`src/rtl/uart_pkg.sv`:
```
// Shared UART definitions: state encoding, frame geometry and baud defaults.
package uart_pkg;

  localparam int DATA_BITS   = 8;
  // 100 MHz system clock divided down to 115200 baud.
  localparam int DEFAULT_DIV = 868;

  localparam logic [1:0] ST_IDLE  = 2'd0;
  localparam logic [1:0] ST_START = 2'd1;
  localparam logic [1:0] ST_DATA  = 2'd2;
  localparam logic [1:0] ST_STOP  = 2'd3;

  // Width of a counter that spans 0..div-1 (never less than one bit).
  function automatic int cnt_width(input int div);
    return (div <= 2) ? 1 : $clog2(div);
  endfunction

endpackage

```
`src/rtl/uart_baud_gen.sv`:
```
// Bit-period timer: counts 0..DIV-1, wraps, and flags the last cycle of each bit.
module uart_baud_gen
  import uart_pkg::*;
#(
  parameter int DIV = DEFAULT_DIV
) (
  input  logic clock,
  input  logic resetn,
  input  logic clear,
  output logic tick
);

  localparam int            CW   = cnt_width(DIV);
  localparam logic [CW-1:0] LAST = CW'(DIV - 1);

  logic [CW-1:0] cnt_q;
  logic [CW-1:0] cnt_d;

  // Next count: restart on clear or after the last cycle of a bit period.
  always_comb begin
    cnt_d = cnt_q + 1'b1;
    if (clear || (cnt_q == LAST)) begin
      cnt_d = '0;
    end
  end

  // Counter register.
  always_ff @(posedge clock) begin
    if (!resetn) begin
      cnt_q <= '0;
    end else begin
      cnt_q <= cnt_d;
    end
  end

  assign tick = (cnt_q == LAST);

endmodule

```
`src/rtl/uart_byte_tx.sv`:
```
// 8N1 UART transmitter with a one-entry holding register so frames can run back to back.
module uart_byte_tx
  import uart_pkg::*;
#(
  parameter int DIV       = DEFAULT_DIV,
  parameter int STOP_BITS = 1
) (
  input  logic       clock,
  input  logic       resetn,
  input  logic [7:0] in_data,
  input  logic       in_valid,
  output logic       in_ready,
  output logic       txd,
  output logic       busy
);

  localparam int               IDX_W     = $clog2(DATA_BITS);
  localparam logic [IDX_W-1:0] LAST_BIT  = IDX_W'(DATA_BITS - 1);
  localparam logic             LAST_STOP = 1'(STOP_BITS - 1);

  logic [1:0]           state_q, state_d;
  logic [DATA_BITS-1:0] hold_q, hold_d;
  logic                 hold_full_q, hold_full_d;
  logic [DATA_BITS-1:0] shift_q, shift_d;
  logic [IDX_W-1:0]     bit_idx_q, bit_idx_d;
  logic                 stop_idx_q, stop_idx_d;
  logic                 txd_q, txd_d;
  logic                 baud_clear;
  logic                 baud_tick;

  uart_baud_gen #(
    .DIV (DIV)
  ) u_baud (
    .clock  (clock),
    .resetn (resetn),
    .clear  (baud_clear),
    .tick   (baud_tick)
  );

  // Frame sequencing, hold-register handshake and the next value of the serial line.
  always_comb begin
    state_d     = state_q;
    hold_d      = hold_q;
    hold_full_d = hold_full_q;
    shift_d     = shift_q;
    bit_idx_d   = bit_idx_q;
    stop_idx_d  = stop_idx_q;
    baud_clear  = 1'b0;

    case (state_q)
      ST_IDLE: begin
        if (hold_full_q) begin
          shift_d     = hold_q;
          hold_full_d = 1'b0;
          state_d     = ST_START;
          baud_clear  = 1'b1;
        end
      end
      ST_START: begin
        if (baud_tick) begin
          state_d   = ST_DATA;
          bit_idx_d = '0;
        end
      end
      ST_DATA: begin
        if (baud_tick) begin
          if (bit_idx_q == LAST_BIT) begin
            state_d    = ST_STOP;
            stop_idx_d = 1'b0;
          end else begin
            shift_d   = shift_q >> 1;
            bit_idx_d = bit_idx_q + 1'b1;
          end
        end
      end
      default: begin // ST_STOP
        if (baud_tick) begin
          if (stop_idx_q == LAST_STOP) begin
            if (hold_full_q) begin
              // Chain straight into the next start bit: no idle cycle between frames.
              shift_d     = hold_q;
              hold_full_d = 1'b0;
              state_d     = ST_START;
              baud_clear  = 1'b1;
            end else begin
              state_d = ST_IDLE;
            end
          end else begin
            stop_idx_d = stop_idx_q + 1'b1;
          end
        end
      end
    endcase

    // Accept only into an empty hold; a held byte is never overwritten.
    if (in_valid && !hold_full_q) begin
      hold_d      = in_data;
      hold_full_d = 1'b1;
    end

    // txd is registered, so it is derived from where the FSM is going.
    case (state_d)
      ST_START: txd_d = 1'b0;
      ST_DATA:  txd_d = shift_d[0];
      default:  txd_d = 1'b1;
    endcase
  end

  // State registers; reset aborts any frame and drops the held byte.
  always_ff @(posedge clock) begin
    if (!resetn) begin
      state_q     <= ST_IDLE;
      hold_q      <= '0;
      hold_full_q <= 1'b0;
      shift_q     <= '0;
      bit_idx_q   <= '0;
      stop_idx_q  <= 1'b0;
      txd_q       <= 1'b1;
    end else begin
      state_q     <= state_d;
      hold_q      <= hold_d;
      hold_full_q <= hold_full_d;
      shift_q     <= shift_d;
      bit_idx_q   <= bit_idx_d;
      stop_idx_q  <= stop_idx_d;
      txd_q       <= txd_d;
    end
  end

  assign in_ready = !hold_full_q;
  assign txd      = txd_q;
  assign busy     = (state_q != ST_IDLE) || hold_full_q;

endmodule

```
`config.mk`:
```
export PLATFORM = sky130hd
export DESIGN_NAME = uart_byte_tx
export DESIGN_NICKNAME = d
export VERILOG_FILES = /design/src/rtl/uart_pkg.sv /design/src/rtl/uart_baud_gen.sv /design/src/rtl/uart_byte_tx.sv
export SDC_FILE = /design/constraint.sdc
export NUM_CORES = 1
export LEC_CHECK = 0
export ABC_AREA = 1
export CAP_MARGIN = 20
export CORE_ASPECT_RATIO = 1.25
export CORE_MARGIN = 2
export CORE_UTILIZATION = 55
export CTS_CLUSTER_SIZE = 14
export DETAILED_ROUTE_END_ITERATION = 6
export HOLD_SLACK_MARGIN = 0.02
export PLACE_DENSITY_LB_ADDON = 0.12
export SYNTH_ARGS = -nofsm -noshare
export SYNTH_HDL_FRONTEND = slang
export SYNTH_SLANG_ARGS = --single-unit
```
`constraint.sdc`:
```
create_clock -name clock -period 4.73 [get_ports clock]
set_input_delay 0.946 -clock clock [delete_from_list [all_inputs] [get_ports clock]]
set_output_delay 0.946 -clock clock [all_outputs]
set_load 0.05 [all_outputs]
```
After elaboration in Yosys (flattened, before gate mapping)
Index checks and enable logic that the tools add are counted.

operators by class
  add/subtract/negate cells = 3
  multipliers = 0
  divide/modulo/power cells = 0
  order comparisons = 0
  eq/ne operators = 13
  shift-type cells = 0
  muxes and demuxes = 32
  bitwise logic cells = 3
  reductions and logical operators = 16

operators by type and width
  cell                                                                      count
  8-bit 2-to-1 mux                                                          5
  8-bit one-hot mux with 3 select lines                                     1
  2-bit 2-to-1 mux                                                          6
  1-bit 2-to-1 mux                                                          11
  10-bit by 1-bit adder with 10-bit output (second input constant)          1
  10-bit == test (second input constant)                                    1
  3-bit 2-to-1 mux                                                          3
  2-bit inequality test (second input constant)                             4
  1-bit one-hot mux with 2 select lines                                     4
  3-bit by 1-bit inequality test with 1-bit output (second input constant)  2
  2-bit one-hot mux with 3 select lines                                     1
  3-bit one-hot mux with 2 select lines                                     1
  3-bit AND reduction                                                       2
  2-bit nonzero test                                                        3
  2-bit OR reduction                                                        3
  5-bit AND reduction                                                       1
  2-bit by 1-bit == test with 1-bit output (second input constant)          2
  2-bit == test (second input constant)                                     2
  4-bit AND reduction                                                       1
  3-bit by 1-bit adder with 3-bit output (second input constant)            1
  3-bit == test (second input constant)                                     1
  1-bit inverter                                                            3
  3-bit nonzero test                                                        1
  2-bit zero test                                                           1
  other kinds (5)                                                           6

word-level totals
  register bits = 34
  latch bits = 0
  RAM bits = 0
  memory bits (read-only) = 0
  input bits = 11
  logic and storage cells = 76
  memories = 0

Logic depth before layout (Yosys ltp)
Gate-level depths: netlist of run 1.

  depth in word-level cells = 6
  mapped depth = 11
  gate-level depth less buffers = 11

Hierarchy
A second synthesis of run 1 with hierarchy kept.

unflattened totals
  cells, all modules = 239
  area, all modules = 1695.4 um^2

by module, submodules not included
  module         times used  cells each  area an instance (um^2)
  uart_byte_tx   1           177         1208.7
  uart_baud_gen  1           62          486.7

Worst setup path before layout of run 1
No wires, ideal clock.

  path kind = reg2out
  from = register hold_full_q
  to = output port busy
  arrival time = 1.093 ns
  data required time = 3.784 ns
  slack = 2.691 ns
  cell stages (with the launch flop) = 4
  path buffers = 1
  path through = dfxtp_1 -> inv_1 -> buf_2 -> nand2_1

between the ends
  cells in the longest elaborated chain, start to end = 1

RTL lines
  item                    RTL line             source
  start, declared         uart_byte_tx.sv:23   logic hold_full_q, hold_full_d;
  start signal, assigned  uart_byte_tx.sv:122  hold_full_q <= hold_full_d;
  1-bit logical OR        uart_byte_tx.sv:132  assign busy = (state_q != ST_IDLE) || hold_full_q;
  end, declared           uart_byte_tx.sv:14   output logic busy

Every way passes these cells.

Worst setup path in the final report of run 1
  from = register state_q[0]
  to = output port busy

between the ends
  cells in the longest elaborated chain, start to end = 2

RTL lines
  item                    RTL line             source
  start, declared         uart_byte_tx.sv:21   logic [1:0] state_q, state_d;
  start signal, assigned  uart_byte_tx.sv:120  state_q <= state_d;
  2-bit nonzero test      uart_byte_tx.sv:132
  1-bit logical OR        uart_byte_tx.sv:132

Every way passes these cells.

==> metrics, run 1 <==
outcome completed; highest clock rate 340 MHz; CP Launch Type flip-flop; fillers 329; asr flop ratio synth 0%; area of the multi-input gates 1090 um^2; Synth Instances 292; met1 global-route usage 24.4%; RSZ-0062 raised after global routing false; met3 Track Usage GR 5.00%; Commonest cells post-synth nand2_1, nor2_1, inv_1, dfxtp_1, nand3_1; Post-Syn Nets 311; Iter 0 DRT Violations 70; Routed WL per cell 10.8 um; I/O pin total 14; leak pwr 0.00104 uW; CTS resizes 0; postcts setup bufs 0; htree depth 2; Slew headroom 51.6%; Top Usage Layer GRT met2; routed vias 1753; HPWL after DPL 2740 um; Synth top area share 34.1%; total global routing overflow 0; die footprint 4010 um^2; Post-synth EDFFs 0; hold_buf cts 0; Seq/Total Area, Yosys 34.1%; I/O Buffers 13; share of cells above drive strength 1 8.55%; Inserted Clock Buffers 5; synth top area cells dfxtp_1, nand2_1, nor2_1; Total GRT Usage 21.0%; Initial Utilization 56.5%; global-route wire length before repair 6750 um; Setup TNS 0 ns; Sink Count 33; DIE WIDTH 57.1 um; Synth Warn # 0; antenna cells 0; routed vias/inst 5.11; deepest clock path buffer count 2; WP data required 3.78 ns; P&R area growth vs syn 12.2%; post-synthesis cell area 1940 um^2; Worst-Skew Late Latency 0.28 ns; pin count of the biggest net entering global routing 21; post-route ant nets 0; num rows 24; period utilisation layout 62.1%; pre-CTS WS 2.10 ns; Core Area 3420 um^2; DRC violation count after routing 0; Avg Cell Area, Syn 6.63 um^2; most frequent cell after synthesis nand2_1; kind of critical path reg2out; Register Area 661 um^2; initial antenna violation count 0; RePlAce Congestion 0.820; minimum clock period 2.94 ns; endpoints failing hold 0; Initial DRT Pass Iterations 4; Die Ht 70.3 um; Yosys cell types 29; Final setup viols 0; final worst setup slack 1.79 ns; Post-layout nets 322; Yosys reg bits 33; vias in the first global route 1595; CTS root buffer clkbuf_8; Worst Max-Slew Pin Slew 0.724 ns; VDD IR max 0.313 mV; MaxCap Viol Count 0; top cell type by total area after synthesis dfxtp_1; final hold slack 0.453 ns; clock-pin slew on the worst setup and hold paths 0.06 ns; Worst setup EP type primary output; CTS tree yes; Worst Hold Class reg2reg; M2 GR Usage 36.3%; final slew viol count 0; skew final 0.00559 ns; Power per Cell Area 419 nW/um^2; worst-path fanout max 7; ys flop type dfxtp_1; Arrival @ worst endpoint 1.99 ns; final WL 3720 um
## worst max-delay path, stage by stage (launching register included)
cell,delay [ns]
dfxtp_1,0.40
inv_1,0.11
ha_1,0.30
nand2_1,0.11
clkdlybuf4s50_1,0.81
## flip-flops by register name, summed over array words and instances, names as in the netlist
name,cells
hold_full_q,1
u_baud.cnt_q,10
hold_q,8
shift_q,8
bit_idx_q,3
state_q,2
txd,1
## power by group
part	switching, uW	internal [uW]	total (uW)	leakage, uW
Combinational	204	126	330	0.000715
Clock	95.4	131	227	0.0000542
Sequential	26.3	326	352	0.000271
## cells in the final DEF (no fill, tap or decap), drive strengths merged, types with 2 or more instances in the layout
| master | count |
|---|---|
| nor2 | 42 |
| or2 | 6 |
| xor2 | 3 |
| nand2 | 76 |
| inv | 37 |
| clkbuf | 7 |
| nand3 | 18 |
| xnor2 | 2 |
| ha | 8 |
| dfxtp | 33 |
| nor3b | 3 |
| nand4 | 7 |
| o21ai | 27 |
| clkdlybuf4s50 | 13 |
| a21oi | 16 |
## stage by stage
stage | power, uW | util [%] | std cells | instance area [um^2]
final | 909 | 63.4 | 343 | 2170
after global routing | 989 | 63.4 | 343 | 2170
after CTS | 918 | 63.4 | 343 | 2170
after detailed placement | 687 | 60.5 | 335 | 2070
after global placement | 683 | 60.5 | 335 | 2070
after floorplan | 621 | - | 292 | 1940
## path summary, 6_finish.rpt
path,depth (start not counted),from,slack (ns),end
setup / recovery,4,state_q[0],1.79,busy
setup reg to reg,4,state_q[1],2.67,u_baud.cnt_q[7]
hold / removal,1,u_baud.cnt_q[0],0.45,u_baud.cnt_q[0]
hold reg to reg,1,u_baud.cnt_q[0],0.45,u_baud.cnt_q[0]
## layer usage
metal	routed length (um)	part of all wire, %
met1	1650	45
met2	1860	50
met3	140	3.8
met4	61	1.6
met5	0	0
## final cells by class
class	instances	area share, %
Multi-Input combinational cell	213	50.3
Tap cell	39	2.25
Timing Repair Buffer	13	5.99
Sequential cell	33	30.4
Clock inverter	1	0.231
Clock buffer	7	4.44
Inverter	37	6.40
## logic make-up (layout without fill, tap and decap cells)
kind of cell               after synthesis  after routing  synth area share (%)
DFF                                     33             33                  34.1
adders and majority gates                8              8                  5.17
and+or+nand+nor                        154            154                  35.6
xor gates and xnor gates                 5              5                  2.26
buffers and inverters                   46             58                  9.50
AOI/OAI and AO/OA                       46             46                  13.4
No activity file was read; power rests on OpenSTA's default activity.
==> inputs of run 2 (changes only) <==
==> constraint.sdc (replaced) <==
create_clock -name clock -period 2.8 [get_ports clock]
set_input_delay 0.56 -clock clock [delete_from_list [all_inputs] [get_ports clock]]
set_output_delay 0.56 -clock clock [all_outputs]
set_load 0.05 [all_outputs]
==> run 2 against run 1 <==
Against the previous run: sequential power grew 69%; hold slack better by 0.0019 ns; design area rose by 0.35%; clock skew decreased by 0.00085 ns; register-to-register slack lost 1.9 ns; clock power rose by 56%; total power up 67%; non-clock buffer count grew 3; critical path type unchanged; final cell count is 0.58% higher.
==> metrics, run 2 (synthesized netlist as in run 1, its figures left out) <==
minimum clock period 2.57 ns; share of cells above drive strength 1 8.82%; Setup TNS 0 ns; initial antenna violation count 0; combinational share of power 37.4%; clock-pin slew on the worst setup and hold paths 0.06 ns; MaxCap Viol Count 0; Die Ht 70.3 um; routed vias/inst 5.09; top flop regs u_baud.cnt_q (10), hold_q (8), shift_q (8); Routed WL per cell 10.8 um; outcome completed; Initial DRT Pass Iterations 4; CP Launch Type flip-flop; final slew viol count 0; pin count of the biggest net entering global routing 21; CP max stage cell clkdlybuf4s50_1; Int Pwr 966 uW; Initial Utilization 56.5%; WP data required 2.24 ns; RSZ-0062 raised after global routing false; CTS resizes 0; highest clock rate 389 MHz; worst path cell trace inv_1 > ha_1 > nand2_1 > clkdlybuf4s50_1; DRC violation count after routing 0; vias in the first global route 1667; routed vias 1757; Inserted Clock Buffers 5; Biggest register u_baud.cnt_q; CP Launch Point state_q[0]; total global routing overflow 0; DIE WIDTH 57.1 um; final WL 3730 um; switch share 36.4%; postcts setup bufs 0; die footprint 4010 um^2; endpoints failing hold 0; Reg power frac 39.3%; hold path startpoint u_baud.cnt_q[0]; worst-path fanout max 7; most common cell after layout, fill and taps aside nand2_1; Top delay family on crit path buffers and inverters; post-route ant nets 0; CTS root buffer clkbuf_8; VDD IR max 0.493 mV; Final setup viols 0; Worst R2R Start state_q[0]; Sink Count 33; Arrival @ worst endpoint 2.01 ns; period utilisation layout 91.9%; Final Util 63.6%; max FFs per register 10; I/O pin total 14; Crit path largest cell delay 0.81 ns; highest-count cells in the layout ignoring fill and taps nand2_1, nor2_1, inv_1; Worst Path Buf+Inv 2; clock group share of total power 23.3%; htree depth 2; global-route wire length before repair 6810 um; Post-layout nets 325; hold_buf cts 0; Net Sw Power 552 uW; kind of critical path reg2out; Core Area 3420 um^2; Worst setup EP type primary output; skew final 0.00474 ns; Total GRT Usage 21.4%; antenna cells 0; Worst Max-Slew Pin Slew 0.755 ns; deepest clock path buffer count 2; RePlAce Congestion 0.830; num rows 24; I/O Buffers 13; Worst-Skew Late Latency 0.29 ns; HPWL after DPL 2710 um; Iter 0 DRT Violations 33; leak pwr 0.00105 uW; Power per Cell Area 697 nW/um^2; CTS tree yes; P&R area growth vs syn 12.5%; Slew headroom 49.6%; Worst Hold Class reg2reg
==> run 2: final timing paths <==
kind	to	slack, ns	depth (start not counted)
worst max-delay path	busy	0.23	4
worst min-delay path	u_baud.cnt_q[0]	0.45	1
worst max register to register	txd	0.79	10
worst min register to register	u_baud.cnt_q[0]	0.45	1
==> run 2: metrics by stage <==
step,hold slack [ns],setup WS (ns),area (um^2),instances,power (uW)
6_report,0.455,0.227,2180,345,1520
5_1_grt,0.476,0.148,2180,345,1660
2_1_floorplan,0.418,1.01,1940,292,1050
4_1_cts,0.455,0.223,2180,345,1530
3_5_place_dp,0.440,0.545,2090,338,1170
3_3_place_gp,0.427,0.566,2090,338,1170
==> run 2: routing by layer <==
layer  part of all wire, %  track usage [%]
met3                   3.6             6.85
met4                   2.2             9.82
met1                    46             22.7
met2                    48             37.5
met5                     0                0
==> run 2: power by group through the flow <==
stage	Clock (uW)	Sequential, uW	Combinational, uW
after floorplan	0	615	435
after global placement	0	604	562
after detailed placement	0	605	568
after CTS	366	596	571
after global routing	388	606	665
final	353	596	568
==> run 2: cell type report <==
class / count / area (um^2)
Timing Repair Buffer: 16 / 153
Fill cell: 321 / 1240
Inverter: 37 / 139
Sequential cell: 33 / 661
Tap cell: 39 / 48.8
Multi-Input combinational cell: 213 / 1090
Clock buffer: 7 / 86.3
